[src/rtl/pipelined_adder.sv]
// Pipelined adder/subtractor. The WIDTH-bit carry chain is cut into STAGES
// registered chunks, and the result is returned through a valid/ready handshake.
module pipelined_adder #(
  parameter int WIDTH  = 16,
  parameter int STAGES = 4
) (
  input  logic             clk,
  input  logic             rst_n,
  input  logic             in_valid,
  output logic             in_ready,
  input  logic [WIDTH-1:0] a,
  input  logic [WIDTH-1:0] b,
  input  logic             sub,
  input  logic             cin,
  output logic             out_valid,
  input  logic             out_ready,
  output logic [WIDTH-1:0] sum,
  output logic             cout,
  output logic             ovf
);

  localparam int W = WIDTH / STAGES;

  logic             advance;
  logic [WIDTH-1:0] b_eff;
  logic             c0;

  // A single enable moves every stage at once. It depends only on registered
  // out_valid and on out_ready, so in_valid never reaches out_valid combinationally.
  // NOTE: each always_comb assigns every output on every path, so no latch is inferred.
  always_comb begin
    advance = !out_valid || out_ready;
    b_eff   = sub ? ~b : b;
    c0      = sub ? 1'b1 : cin;
  end

  assign in_ready = advance;

  for (genvar k = 0; k < STAGES; k++) begin : g_stage
    localparam int LO_W = (k + 1) * W;    // result bits resolved once this stage is done
    localparam int UP_W = WIDTH - k * W;  // operand bits not yet consumed on entry

    logic [UP_W-1:0] a_up;
    logic [UP_W-1:0] b_up;
    logic            c_in;
    logic            v_in;
    logic [W-1:0]    part;
    logic            c_d, c_q;
    logic            v_d, v_q;
    logic [LO_W-1:0] s_d, s_q;

    if (k == 0) begin : g_src
      always_comb begin
        a_up = a;
        b_up = b_eff;
        c_in = c0;
        v_in = in_valid;
        s_d  = part;
      end
    end else begin : g_src
      always_comb begin
        a_up = g_stage[k-1].g_skew.a_hi_q;
        b_up = g_stage[k-1].g_skew.b_hi_q;
        c_in = g_stage[k-1].c_q;
        v_in = g_stage[k-1].v_q;
        s_d  = {part, g_stage[k-1].s_q};
      end
    end

    always_comb begin
      {c_d, part} = {1'b0, a_up[W-1:0]} + {1'b0, b_up[W-1:0]} + {{W{1'b0}}, c_in};
      v_d         = v_in;
    end

    // NOTE: data registers are reset along with the valid bits, so sum/cout/ovf read 0 in reset.
    always_ff @(posedge clk or negedge rst_n) begin
      if (!rst_n) begin
        // NOTE: state updates use <= so each stage samples its neighbour's pre-edge value.
        v_q <= 1'b0;
        c_q <= 1'b0;
        s_q <= '0;
      end else if (advance) begin
        v_q <= v_d;
        c_q <= c_d;
        s_q <= s_d;
      end
    end

    // Upper operand chunks ride along until the stage that consumes them.
    if (k < STAGES - 1) begin : g_skew
      logic [UP_W-W-1:0] a_hi_d, a_hi_q;
      logic [UP_W-W-1:0] b_hi_d, b_hi_q;

      always_comb begin
        a_hi_d = a_up[UP_W-1:W];
        b_hi_d = b_up[UP_W-1:W];
      end

      always_ff @(posedge clk or negedge rst_n) begin
        if (!rst_n) begin
          a_hi_q <= '0;
          b_hi_q <= '0;
        end else if (advance) begin
          a_hi_q <= a_hi_d;
          b_hi_q <= b_hi_d;
        end
      end
    end

    // The carry into the MSB is recovered from the MSB operand bits and the sum bit.
    if (k == STAGES - 1) begin : g_last
      logic ovf_d, ovf_q;

      always_comb begin
        ovf_d = (a_up[UP_W-1] ^ b_up[UP_W-1] ^ part[W-1]) ^ c_d;
      end

      always_ff @(posedge clk or negedge rst_n) begin
        if (!rst_n) begin
          ovf_q <= 1'b0;
        end else if (advance) begin
          ovf_q <= ovf_d;
        end
      end
    end
  end

  always_comb begin
    out_valid = g_stage[STAGES-1].v_q;
    sum       = g_stage[STAGES-1].s_q;
    cout      = g_stage[STAGES-1].c_q;
    ovf       = g_stage[STAGES-1].g_last.ovf_q;
  end

endmodule

[config.mk]
export PLATFORM = sky130hd
export DESIGN_NAME = pipelined_adder
export DESIGN_NICKNAME = d
export VERILOG_FILES = /design/src/rtl/pipelined_adder.sv
export SDC_FILE = /design/constraint.sdc
export NUM_CORES = 1
export LEC_CHECK = 0
export ABC_AREA = 1
export CORE_MARGIN = 2
export CORE_UTILIZATION = 50
export CTS_BUF_LIST = sky130_fd_sc_hd__clkbuf_4
export CTS_CLUSTER_SIZE = 16
export DETAILED_ROUTE_END_ITERATION = 12
export PLACE_DENSITY = 0.8
export SLEW_MARGIN = 10
export SYNTH_ARGS = -nofsm -noshare
export SYNTH_HDL_FRONTEND = slang
export SYNTH_SLANG_ARGS = --single-unit
[constraint.sdc]
create_clock -name clk -period 4.8 [get_ports clk]
set_clock_uncertainty 0.1 [all_clocks]
set_input_delay 0.72 -clock clk [delete_from_list [all_inputs] [get_ports clk]]
set_output_delay 0.72 -clock clk [all_outputs]
set_load 0.05 [all_outputs]
[Word level (Yosys, flattened, before mapping)]
Index checks and enable logic that the tools add are counted.
Storage, ports and cells
  bits in read-only memories: 0
  latch bits: 0
  memory bits (writable): 0
  memories kept: 0
  register bits after elaboration: 97
  output and inout port bits: 20
Cells by class
  reductions and logical operators: 2
  shift-type cells: 0
  muxes and demuxes: 2
  add/subtract/negate cells: 8
  multiply operators: 0
  div/mod/pow operators: 0
  order comparisons: 0
  equality and inequality tests: 0
  bitwise gates (word level): 4
Operators by type and width (count)
  4-bit by 4-bit adder with 5-bit output: 4
  5-bit by 1-bit adder with 5-bit output: 4
  16-bit two-way mux: 1
  16-bit inverter: 1
  1-bit bitwise XOR: 3
  1-bit logical NOT: 1
  1-bit logical OR: 1
  1-bit two-way mux: 1

[Logic depth before layout (Yosys ltp)]
  depth after elaboration: 4
  gate-level depth with buffers: 10

[Worst setup path after synthesis]
No wires, ideal clock.
  path kind: in2reg
  start point: input port sub
  end point: register g_stage[0].c_q
  setup time: 0.126 ns
  buffers on the path: 2
  arrival: 2.363 ns
  slack: 2.211 ns
  stages on the path: 9
  cell sequence: buf_6 > buf_6 > or2_2 > fa_1 > fa_1 > nand2_1 > inv_1 > o21ai_0 > a21oi_1
Between the ends
  cells in the longest elaborated chain, start to end: 3
RTL lines
  start: declaration: RTL line 13  | input logic sub,
  16-bit two-way mux: RTL line 33  | b_eff = sub ? ~b : b;
  4-bit by 4-bit adder with 5-bit output: RTL line 71  | {c_d, part} = {1'b0, a_up[W-1:0]} + {1'b0, b_up[W-1:0]} + {{W{1'b0}}, c_in};
  5-bit by 1-bit adder with 5-bit output (*): RTL line 71
  end signal: assignment: RTL line 80  | c_q <= 1'b0;
  end signal: assignment: RTL line 84  | c_q <= c_d;
  end: declaration: RTL line 48  | logic c_d, c_q;
Every way passes the cells marked *; elsewhere a longest branch is shown, timed or not.
A chain may end at the register's enable or synchronous reset.

[Worst setup path in the final report]
  start point: input port out_ready
  end point: output port in_ready
Between the ends
  cells in the longest elaborated chain, start to end: 1
RTL lines
  start: declaration: RTL line 16  | input logic out_ready,
  1-bit logical OR: RTL line 32  | advance = !out_valid || out_ready;
  end: declaration: RTL line 10  | output logic in_ready,
No other way between the ends.

==> results.yml <==
die:
  die_area_um2: 9500
  coreArea_um2: 8590
  ios: 58
  chipWidth_um: 97.5
  initial_core_util: 0.508
  die_height_um: 97.5
  row_count: 34
detailed_routing:
  routed-wl-met3_um: 351
  drt_antenna_net_count: 0
  post_drt_wl_per_cell_um: 12.5
  topRoutingLayerUsed: "met4"
  num_vias: 3141
  vias_per_cell: 4.92
  dr.first_iter.drc_count: 168
  drc: 0
  met2_routed_wirelength_um: 3800
  routed_wl_um: 7990
  detail_route.wirelength.met1_um: 3700
  drt_pass_1_iters: 5
power:
  clock_power_share: 0.110
  relative_contribution_of_combinational_cells_to_total_power: 0.457
  powerDensity_nw_per_um2: 632
  ir_drop_uv: 313
  switching_share: 0.433
  leakagePower_uw: 0.00249
  pwr-share-seq: 0.434
  netSwitchingPower_uw: 1370
  internal-power_uw: 1800
logic_synthesis:
  mappedNetlistNets: 534
  mappedNetlistArea_um2: 4370
  post_synth.cell_area_avg_um2: 9.17
  netlist_instances: 476
  ys_ff_latch: 97
  synthDistinctLibCells: 19
  yosysSeqAreaShare: 0.556
  number_of_warning_messages_in_the_yosys_log: 0
placed_design:
  detailed_place_hpwl_um: 5420
  place_ws_ns: 1.72
  gp_routability_congestion: 0.796
  numPlacedInstances: 623
  port-buffer-count: 57
clock_network:
  tritoncts.num_buffers: 9
  cts_post_setup_buffers_inserted: 0
  clk_latency_ns: 0.42
  cts.clk_slew.worst_paths_ns: 0.14
  cts-hold-fix-buffers: 0
  postCtsResizedCells: 0
  ctsLongestPathBuffers: 2
  clock_tree_from_tritoncts: "done"
  cts_sinks: 97
  h_tree_levels: 3
  root_buffer: "clkbuf_4"
critical_path:
  path_common_cell: "clkdlybuf4s50_1"
  worst_ep_arrival_time_ns: 2.15
  cp_max_fo: 2
  worstPathRequired_ns: 3.98
  crit_path_top_delay_cell: "clkdlybuf4s50_1"
  critical_path.reg2reg.startpoint: "g_stage[0].c_q$_DFFE_PN0P_"
  critical_path_cell_sequence: "clkdlybuf4s50_1 > nor2_4 > inv_2 > clkdlybuf4s50_1"
  cp_num_buf_inv: 3
  endpoint_kind: "output port"
  worstSetupStartpointType: "input pin"
  cp-startpoint: "out_ready"
  timing.critical_path.max_delay_family: "buffers and inverters"
  longest_individual_stage_delay_on_the_worst_path_ns: 0.80
  critical_path_class: "input pin to output port"
sta:
  fin_setup_tns_ns: 0
  finalCritPeriodShare: 0.620
  period_minus_slack_ns: 2.97
  finalWorstSetupSlack_ns: 1.83
  finalHoldViolCount: 0
  timing_worst_slew_pin_value_ns: 0.991
  final_max_slew_viol_count: 0
  maxClockFrequency_ghz: 0.336
  holdWs_ns: 0.258
  relSlewSlack: 0.340
  unrepaired_setup_endpoints_after_global_routing: "no"
  report.final.setup_viol: 0
final_layout:
  final_nets: 584
  finalCoreUtilization: 0.585
  final_cell_count_no_fill: 639
  area_delta_synth_final_pct: 15.0
  multiInputGateArea_um2: 1650
  layout_commonest_cell: "nand2_1"
  sequential_cell_area_um2: 2430
  fillCellCount: 776
  share_of_post_route_cells_with_drive_strength_above_1: 0.0396
  final_cell_mix: "nand2_1, dfrtp_1, clkdlybuf4s50_1"
status:
  status: "completed"
job:
  max-cap-violations: 0
grt:
  grt_pass1_vias: 3098
  grt_start_max_net_pins: 113
  grt_pass1_wl_um: 14600
  grt_antenna_before_repair: 1
  globalRouteTotalUtil: 0.189
  grt.overflow.total: 0
min_path:
  min-delay-path-class: "input pin to async pin"
## worst paths after layout
check | endpoint | slack, ns | depth (start not counted)
setup reg to reg | g_stage[1].c_q$_DFFE_PN0P_ | 2.84 | 6
max in group asynchronous | g_stage[2].v_q$_DFFE_PN0P_ | 3.42 | 2
hold / removal | g_stage[0].s_q[3]$_DFFE_PN0P_ | 0.26 | 1
hold reg to reg | out_valid$_DFFE_PN0P_ | 0.38 | 2
min in group clk | out_valid$_DFFE_PN0P_ | 0.38 | 2
setup / recovery | in_ready | 1.83 | 4
## per-stage QoR
| stage | cell area [um2] | power, uW |
|---|---|---|
| 2_1_floorplan | 4370 | 2440 |
| 3_3_place_gp | 4920 | 2770 |
| 3_5_place_dp | 4920 | 2840 |
| 4_1_cts | 5020 | 3200 |
| 5_1_grt | 5020 | 3460 |
| 6_report | 5020 | 3170 |
## state kept, by name (all words and copies together) (netlist names)
register,flops
g_stage.g_skew.b_hi_q,24
cout,1
out_valid,1
g_stage.s_q,24
g_stage.c_q,3
sum,16
g_stage.g_skew.a_hi_q,24
g_stage.v_q,3
ovf,1
## layout make-up
type	count	area share
timing repair buffer	61	0.119
clock buffer	10	0.0149
sequential	97	0.483
multi-input combinational	328	0.329
clock inverter	5	0.00473
tap	108	0.0269
inverter	29	0.0217
antenna	1	0.000498
## logic make-up (layout without fill, tap and decap cells)
kind of cell | count (synthesis) | in the layout | synth area share
AOI/OAI and AO/OA | 56 | 56 | 0.0653
adders and majority gates | 20 | 20 | 0.0711
DFF | 97 | 97 | 0.556
other | 0 | 1 | 0
buffers and inverters | 51 | 105 | 0.0656
and+or+nand+nor | 236 | 236 | 0.210
xor gates and xnor gates | 16 | 16 | 0.0321
## routing by layer
layer  track usage  vias up
met2         0.285       81
li1              -     1584
met3        0.0367       11
met1         0.272     1465
met5             0        -
met4        0.0780        0
## synthesized netlist by cell type
cell type / count / area, um2
clkbuf_1: 1 / 3.75
xnor2_1: 12 / 105
nor2_1: 11 / 41.3
buf_2: 10 / 50.1
or2_2: 2 / 12.5
a21oi_1: 7 / 35.0
dfrtp_1: 97 / 2430
o21ai_1: 9 / 45.0
inv_1: 28 / 105
xor2_1: 4 / 35.0
nand3_1: 15 / 75.1
o31ai_1: 2 / 15.0
inv_2: 1 / 3.75
nand2_1: 207 / 777
fa_1: 8 / 160
o21ai_0: 38 / 190
ha_1: 12 / 150
nor2_4: 1 / 11.3
buf_6: 11 / 124
## power by group through the flow
stage / Sequential (uW) / Clock, uW / Combinational, uW
after floorplan: 1620 / 0 / 821
after global placement: 1390 / 0 / 1390
after detailed placement: 1400 / 0 / 1450
after CTS: 1380 / 361 / 1460
after global routing: 1430 / 400 / 1640
final: 1380 / 348 / 1450
## worst register-to-register path, cell delays in order (launching register included)
cell and delay, ns:
dfrtp_1 0.43, fa_1 0.49, fa_1 0.41, nand2_1 0.08, inv_1 0.05, o21ai_0 0.18, a21oi_1 0.10
Note: power is estimated with default switching activity, not from simulation.
